--- src/rtl/ram_loader.sv ---
// Bus initiator for the 16x8 program/data RAM: LOAD fills it from a byte stream, DUMP
// streams every location back out. Optional trailing checksum on LOAD: RAM_LOADER_CHECKSUM_EN.
module ram_loader #(
  parameter int ADDR_W = 4,
  parameter int DATA_W = 8
) (
  input  logic              clk,
  input  logic              reset,
  input  logic              load_start,
  input  logic              dump_start,
  input  logic [DATA_W-1:0] in_data,
  input  logic              in_valid,
  output logic              in_ready,
  output logic [DATA_W-1:0] out_data,
  output logic              out_valid,
  input  logic              out_ready,
  output logic [ADDR_W-1:0] ram_address,
  output logic [DATA_W-1:0] ram_data_in,
  output logic              ram_write_enable,
  input  logic [DATA_W-1:0] ram_data_out,
  output logic              cpu_halt,
  output logic              busy,
  output logic              done,
  output logic              load_error,
  output logic [2:0]        fsm_state
);

  localparam int DEPTH = 2 ** ADDR_W;

  localparam logic [2:0] IDLE    = 3'd0;
  localparam logic [2:0] L_WAIT  = 3'd1;
  localparam logic [2:0] L_WRITE = 3'd2;
  localparam logic [2:0] D_ADDR  = 3'd3;
  localparam logic [2:0] D_WAIT  = 3'd4;
  localparam logic [2:0] D_OUT   = 3'd5;
  localparam logic [2:0] FIN     = 3'd6;
`ifdef RAM_LOADER_CHECKSUM_EN
  localparam logic [2:0] L_CSUM  = 3'd7;
`endif

  logic [2:0]        state;
  logic [ADDR_W-1:0] ptr;
  logic [ADDR_W-1:0] ptr_next;
  logic              last;

  assign ptr_next = ptr + 1'b1;
  assign last     = (ptr == ADDR_W'(DEPTH - 1));

  // Stream handshakes: a byte moves on a rising edge where valid and ready are both 1;
  // the sender holds data/valid stable until then, and ready never depends on valid.
  always_ff @(posedge clk) begin
    if (!reset) begin
      state       <= IDLE;
      ptr         <= '0;
      ram_address <= '0;
      ram_data_in <= '0;
      out_data    <= '0;
    end else begin
      case (state)
        IDLE: begin
          if (load_start) begin
            state <= L_WAIT;
            ptr   <= '0;
          end else if (dump_start) begin
            state       <= D_ADDR;
            ptr         <= '0;
            ram_address <= '0;
          end
        end
        L_WAIT: begin
          if (in_valid) begin
            ram_data_in <= in_data;
            ram_address <= ptr;
            state       <= L_WRITE;
          end
        end
        L_WRITE: begin
          if (last) begin
`ifdef RAM_LOADER_CHECKSUM_EN
            state <= L_CSUM;
`else
            state <= FIN;
`endif
          end else begin
            ptr   <= ptr_next;
            state <= L_WAIT;
          end
        end
        // Address is already on the bus here; the RAM samples it on leaving D_ADDR.
        D_ADDR: state <= D_WAIT;
        D_WAIT: begin
          out_data <= ram_data_out;
          state    <= D_OUT;
        end
        D_OUT: begin
          if (out_ready) begin
            if (last) begin
              state <= FIN;
            end else begin
              ptr         <= ptr_next;
              ram_address <= ptr_next;
              state       <= D_ADDR;
            end
          end
        end
        FIN: state <= IDLE;
`ifdef RAM_LOADER_CHECKSUM_EN
        L_CSUM: begin
          if (in_valid) state <= FIN;
        end
`endif
        default: state <= IDLE;
      endcase
    end
  end

`ifdef RAM_LOADER_CHECKSUM_EN
  logic [DATA_W-1:0] sum;

  // The checksum byte is compared against the sum of the data bytes only and never written.
  always_ff @(posedge clk) begin
    if (!reset) begin
      sum        <= '0;
      load_error <= 1'b0;
    end else if (state == IDLE && load_start) begin
      sum        <= '0;
      load_error <= 1'b0;
    end else if (state == L_WAIT && in_valid) begin
      sum <= sum + in_data;
    end else if (state == L_CSUM && in_valid) begin
      load_error <= (in_data != sum);
    end
  end
`else
  assign load_error = 1'b0;
`endif

  always_comb begin
    in_ready = (state == L_WAIT);
`ifdef RAM_LOADER_CHECKSUM_EN
    if (state == L_CSUM) in_ready = 1'b1;
`endif
  end

  assign ram_write_enable = (state == L_WRITE);
  assign out_valid        = (state == D_OUT);
  assign done             = (state == FIN);
  assign busy             = (state != IDLE);
  assign cpu_halt         = (state != IDLE);
  assign fsm_state        = state;

endmodule
--- config.mk ---
export PLATFORM = sky130hd
export DESIGN_NAME = ram_loader
export DESIGN_NICKNAME = d
export VERILOG_FILES = /design/src/rtl/ram_loader.sv
export SDC_FILE = /design/constraint.sdc
export NUM_CORES = 1
export LEC_CHECK = 0
export CAP_MARGIN = 20
export CORE_MARGIN = 4
export CORE_UTILIZATION = 45
export CTS_BUF_LIST = sky130_fd_sc_hd__clkbuf_8
export DETAILED_ROUTE_END_ITERATION = 8
export GPL_TIMING_DRIVEN = 0
export PLACE_DENSITY = 0.87
export SYNTH_ARGS = -nofsm -noshare
export SYNTH_HDL_FRONTEND = slang
export SYNTH_SLANG_ARGS = --single-unit
--- constraint.sdc ---
create_clock -name clk -period 2.04 [get_ports clk]
set_clock_uncertainty 0.1 [all_clocks]
set_input_delay 0.612 -clock clk [delete_from_list [all_inputs] [get_ports clk]]
set_output_delay 0.612 -clock clk [all_outputs]
set_load 0.03 [all_outputs]
==> impl_metrics.env, run 1 <==
export IMPL_grt_antenna_before_repair=0
export IMPL_clock_latency_ns=0.28
export IMPL_drive_above_1_share_pct=23.28
export IMPL_worstPathMaxFanout=4
export IMPL_synth_seq_area_share_pct=39.63
export IMPL_cts_buffer_depth=2
export IMPL_finalNetCount=256
export IMPL_yosys_area_top_type_share_pct=39.63
export IMPL_die_x_microns=63.05
export IMPL_ys_top_cells_by_area="dfxtp_1, mux2i_1, nand2_1, a21oi_1, nor2_1"
export IMPL_area_growth_pct=58.44
export IMPL_cts_root_buffer="clkbuf_8"
export IMPL_async_reset_ff_share_pct=0
export IMPL_cts_tree="yes"
export IMPL_crit_path_start="fsm_state[0]"
export IMPL_ctsHtreeMaxLevel=1
export IMPL_syn_inst=162
export IMPL_grt_pass1_vias=1439
export IMPL_ant_nets=0
export IMPL_p_leak_uw=0.001018
export IMPL_route_detailed_drc=0
export IMPL_synth_nets=185
export IMPL_finalSetupViolCount=5
export IMPL_yosys_most_used_dff="dfxtp_1"
export IMPL_drt_total_wl_microns=4132
export IMPL_power_density_mw_per_mm2=613.3
export IMPL_place_ws_ns=-0.4436
export IMPL_ir_drop_uv=532.3
export IMPL_dr_total_vias=1465
export IMPL_violations="setup timing"
export IMPL_most_common_layout_cells="clkdlybuf4s50_1, nand2_1, dfxtp_1"
export IMPL_multi_input_area_sq_um=742.0
export IMPL_grt_max_degree=17
export IMPL_dp_final_hpwl_microns=2735
export IMPL_report_final_hold_viol_count=0
export IMPL_placedCellCount=242
export IMPL_cap_viol_max_count=0
export IMPL_max_freq_mhz=454.9
export IMPL_status="finished with violations"
export IMPL_holdBufCountCts=0
export IMPL_instances_no_fill=263
export IMPL_synth_seq_cells=27
export IMPL_cts_buffers=3
export IMPL_mostFrequentLayoutCell="clkdlybuf4s50_1"
export IMPL_dr_pass1_iters=4
export IMPL_portBuffers=49
export IMPL_tns_ns=-0.4023
export IMPL_timing_final_max_slew_violations=0
export IMPL_min_delay_start="out_data[7]"
export IMPL_globalRouteOverflowTotal=0
export IMPL_cp_required_ns=1.33
export IMPL_synth_top_area_cell="dfxtp_1"
export IMPL_setup_slack_ns=-0.1582
export IMPL_reg2reg_slack_ns=0.11
export IMPL_start_kind="flip-flop"
export IMPL_synth_enable_flop_cells=0
export IMPL_crit_path_end_kind="output pin"
export IMPL_ys_warn_count=0
export IMPL_post_route_period_util_pct=107.8
export IMPL_rsz0062_at_grt="yes"
export IMPL_initial_core_util_pct=48.21
export IMPL_clk_pin_slew_ns=0.10
export IMPL_row_count=19
export IMPL_die_h_microns=63.05
export IMPL_fp_coreArea_sq_mm=0.002829
export IMPL_ys_types=40
export IMPL_cp_arrival_ns=1.49
export IMPL_grt_first_pass_wirelength_microns=6458
export IMPL_hold_class="flip-flop to flip-flop"
export IMPL_ios=52
export IMPL_drt_iter0_drc=83
export IMPL_total_power_uw=1325
export IMPL_r2r_start="ptr[0]"
export IMPL_fill_cells=189
export IMPL_fin_crit_ns=2.198
export IMPL_cts_sinks=27
export IMPL_n_antenna_cell=0
export IMPL_avgRoutedWirePerCell_microns=15.71
export IMPL_final_core_util_pct=76.38
export IMPL_critPathKind="flip-flop to output pin"
export IMPL_regArea_sq_um=546.8
export IMPL_netlist_area_sq_mm=0.001364
export IMPL_place_congestion=0.8742
export IMPL_dieArea_sq_mm=0.003975
export IMPL_syn_area_per_cell_sq_um=8.419
export IMPL_globalRouteTotalUtil_pct=19.63
export IMPL_vias_per_cell=5.570
-- metrics by stage --
stage               hold WS (ns)  cell area (sq um)
floorplan                 0.3855               1381
global placement          0.3408               1911
detailed placement        0.3461               1911
CTS                       0.3597               2082
global route              0.3921               2161
finish                    0.3599               2161
-- kinds of logic after synthesis --
kind of cell             share of synthesized area (%)
XOR/XNOR                                         1.927
flip-flops                                       39.63
other                                           0.2750
adder cells (fa/ha/maj)                         0.9173
AO/OA/AOI/OAI                                    19.54
multiplexers                                     7.340
buffers and inverters                            7.981
AND/OR/NAND/NOR                                  22.39
-- area by class of cell --
type	instances	area share, %
Buffer	12	5.906
Clock buffer	3	1.911
Clock inverter	1	0.3474
Inverter	7	1.216
Multi-Input combinational cell	116	34.34
Sequential cell	27	25.30
Tap cell	31	1.795
Timing Repair Buffer	66	29.18
-- cells in the mapped netlist, types with 4 or more instances --
master and count:
inv_1 6, dfxtp_1 27, nand2_1 25, nor2_1 15, o22ai_1 4, nor3_1 4
a21oi_1 14, mux2i_1 10, nand3_1 7
-- report_power, final --
| group | leakage, uW | internal [uW] | switching, uW |
|---|---|---|---|
| clock | 0.0000217 | 139 | 185 |
| combinational | 0.000776 | 215 | 224 |
| sequential | 0.000220 | 547 | 14.3 |
-- timing repair --
| action | in CTS | in global routing |
|---|---|---|
| buffers inserted | 12 | 5 |
| endpoints found under the setup margin | 7 | 25 |
| pin swaps | 2 | 4 |
| gates resized for setup | 46 | 21 |
-- final timing paths --
| check | cells past startpoint | end |
|---|---|---|
| worst max-delay path | 5 | cpu_halt |
| worst min-delay path | 2 | out_data[7] |
| worst max register to register | 6 | ptr[3] |
| worst min register to register | 2 | out_data[7] |
-- sequential cells by signal, summed over array words and instances, names as in the netlist --
| signal | flops |
|---|---|
| out_data | 8 |
| ram_data_in | 8 |
| fsm_state | 3 |
| ram_address | 4 |
| ptr | 4 |
-- metal layers --
metal | global-route usage, % | routed length, microns
met1 | 22.60 | 1663
met2 | 36.50 | 2136
met5 | 0 | 0
met3 | 3.020 | 280
met4 | 6.612 | 52
-- worst max-delay path: stages (launching register included) --
cell and delay (ns):
dfxtp_2 0.34, buf_6 0.12, clkbuf_16 0.14, or3_4 0.37, buf_6 0.12, buf_6 0.12
No activity file was read; power rests on OpenSTA's default activity.
==> run 2: changes to the inputs <==
- SETUP_SLACK_MARGIN: default -> 0.4
==> run 2 against run 1 <==
Effect of this change:
- the run still ends with setup timing left
- flip-flop and latch count stayed put
- utilization grew 13 points
- design area rose by 17%
- critical path type unchanged
- combinational power up 27%
- fmax down 0.85%
- final cell count is 7.6% higher
- wire length rose by 34%
- register-to-register slack about the same
- critical path depth stayed put
- hold slack gained 0.020 ns
- global-route usage up 1.2 points
==> impl_metrics.env, run 2 (synthesis gave the netlist of run 1 again) <==
export IMPL_critPathKind="flip-flop to output pin"
export IMPL_report_final_hold_viol_count=0
export IMPL_instances_no_fill=283
export IMPL_fill_cells=121
export IMPL_cpPeakStageDelay_ns=0.37
export IMPL_cp_arrival_ns=1.51
export IMPL_start_kind="flip-flop"
export IMPL_r2r_cells=8
export IMPL_n_antenna_cell=0
export IMPL_cp_top_family="buffers and inverters"
export IMPL_place_congestion=0.8900
export IMPL_initial_core_util_pct=48.21
export IMPL_crit_path_top_delay_cell="or3_4"
export IMPL_cts_tree="yes"
export IMPL_cap_viol_max_count=0
export IMPL_holdWs_ns=0.3799
export IMPL_route_detailed_drc=0
export IMPL_power_switching_uw=487.2
export IMPL_status="finished with violations"
export IMPL_clock_latency_ns=0.28
export IMPL_most_common_layout_cells="buf_4, buf_6, dfxtp_1"
export IMPL_min_delay_start="out_data[0]"
export IMPL_ios=52
export IMPL_cp_cell_sequence="buf_8 -> clkbuf_16 -> or3_4 -> buf_6 -> buf_6"
export IMPL_violations="setup timing"
export IMPL_die_h_microns=63.05
export IMPL_drt_total_wl_microns=5549
export IMPL_r2r_start="fsm_state[2]"
export IMPL_place_ws_ns=-0.3808
export IMPL_cts_buffer_depth=2
export IMPL_cts_sinks=27
export IMPL_min_path_cells=2
export IMPL_regToRegEndpoint="ptr[3]"
export IMPL_final_area_sq_mm=0.002532
export IMPL_portBuffers=49
export IMPL_hold_class="flip-flop to flip-flop"
export IMPL_ctsHtreeMaxLevel=1
export IMPL_cp_required_ns=1.33
export IMPL_swShare_pct=33.93
export IMPL_timing_final_max_slew_violations=0
export IMPL_grt_max_degree=16
export IMPL_crit_path_end_kind="output pin"
export IMPL_dr_pass1_iters=4
export IMPL_hold_end="out_data[0]"
export IMPL_setup_slack_ns=-0.1771
export IMPL_critPathMostFrequentCell="buf_6"
export IMPL_fin_crit_ns=2.217
export IMPL_area_growth_pct=85.69
export IMPL_reg2reg_slack_ns=0.10
export IMPL_max_freq_mhz=451.0
export IMPL_placedCellCount=242
export IMPL_finalNetCount=276
export IMPL_drive_above_1_share_pct=54.37
export IMPL_grt_antenna_before_repair=0
export IMPL_grt_pass1_vias=1472
export IMPL_cts_buffers=3
export IMPL_ir_drop_uv=492.2
export IMPL_dieArea_sq_mm=0.003975
export IMPL_pwr_share_clk_pct=22.1
export IMPL_cts_root_buffer="clkbuf_8"
export IMPL_grt_first_pass_wirelength_microns=6720
export IMPL_vias_per_cell=5.883
export IMPL_path_buf_inv=4
export IMPL_drt_iter0_drc=196
export IMPL_worstPathMaxFanout=5
export IMPL_p_int_uw=948.9
export IMPL_avgRoutedWirePerCell_microns=19.61
export IMPL_rsz0062_at_grt="yes"
export IMPL_ant_nets=0
export IMPL_clk_pin_slew_ns=0.10
export IMPL_dr_total_vias=1665
export IMPL_post_route_period_util_pct=108.7
export IMPL_p_leak_uw=0.001090
export IMPL_mostFrequentLayoutCell="buf_4"
export IMPL_power_density_mw_per_mm2=567.1
export IMPL_globalRouteTotalUtil_pct=20.79
export IMPL_holdBufCountCts=0
export IMPL_globalRouteOverflowTotal=0
export IMPL_row_count=19
export IMPL_die_x_microns=63.05
export IMPL_placed_area_sq_mm=0.001984
export IMPL_fp_coreArea_sq_mm=0.002829
export IMPL_dp_final_hpwl_microns=2664
export IMPL_seq_power_share_pct=39.0
export IMPL_reg_top3="out_data: 8 flops, ram_data_in: 8 flops"
export IMPL_finalSetupViolCount=6
export IMPL_comb_power_share_pct=38.8
==> run 2: layer usage <==
| layer | global-route usage, % | wire [microns] | up-vias | share of wire [%] |
|---|---|---|---|---|
| met5 | 0 | 0 | - | 0 |
| met4 | 9.091 | 124 | 0 | 2.2 |
| met3 | 6.217 | 504 | 19 | 9.1 |
| met2 | 35.97 | 2807 | 122 | 51 |
| met1 | 23.46 | 2113 | 785 | 38 |
| li1 | - | - | 739 | - |
==> run 2: final cells by class <==
class                   count  area (sq um)  share of cell area (%)
clock inverters             1         5.005                  0.1976
multi-input cells         116         975.9                   38.54
well taps                  31         38.79                   1.532
plain buffers              12         161.4                   6.374
clock buffers               3         41.29                   1.630
repair buffers             86         724.4                   28.61
inverters                   7         26.28                   1.038
flip-flops and latches     27         559.3                   22.08
==> run 2: tightest hold or removal path, delay by kind of cell, from the launching register on <==
| kind | cells | cell delay [ns] |
|---|---|---|
| flip-flops | 1 | 0.33 |
| AO/OA/AOI/OAI | 1 | 0.05 |
| AND/OR/NAND/NOR | 1 | 0.07 |
==> run 2: timing repair <==
action	in CTS	in global routing
pin swaps	12	25
endpoints found under the setup margin	45	40
gates resized for setup	142	94
endpoints found under the hold margin	0	0
setup buffers	17	20
==> run 2: worst max-delay path by stage <==
| stage | cells past startpoint | slack (ns) | from | to |
|---|---|---|---|---|
| after global routing | 5 | -0.20 | fsm_state[0] | cpu_halt |
| after detailed placement | 5 | -0.38 | fsm_state[2] | cpu_halt |
| after global placement | 4 | -0.37 | fsm_state[1] | ram_write_enable |
| final | 5 | -0.18 | fsm_state[0] | cpu_halt |
| after floorplan | 4 | 0.09 | fsm_state[0] | cpu_halt |
| after CTS | 5 | -0.15 | fsm_state[2] | cpu_halt |
==> run 2: stage by stage <==
step	util, %	TNS [ns]	total power, uW
final	89.52	-0.4652	1436
after global routing	89.52	-0.6496	1482
after CTS	78.51	-0.3764	1296
after detailed placement	70.15	-3.768	953.2
after global placement	70.15	-3.279	945.2
after floorplan	-	0	820.2
==> run 2: power by group through the flow <==
stage | Sequential [uW] | Clock [uW] | Combinational (uW)
2_1_floorplan | 609 | 0 | 212
3_3_place_gp | 573 | 0 | 372
3_5_place_dp | 574 | 0 | 379
4_1_cts | 560 | 307 | 430
5_1_grt | 564 | 338 | 580
6_report | 561 | 318 | 558
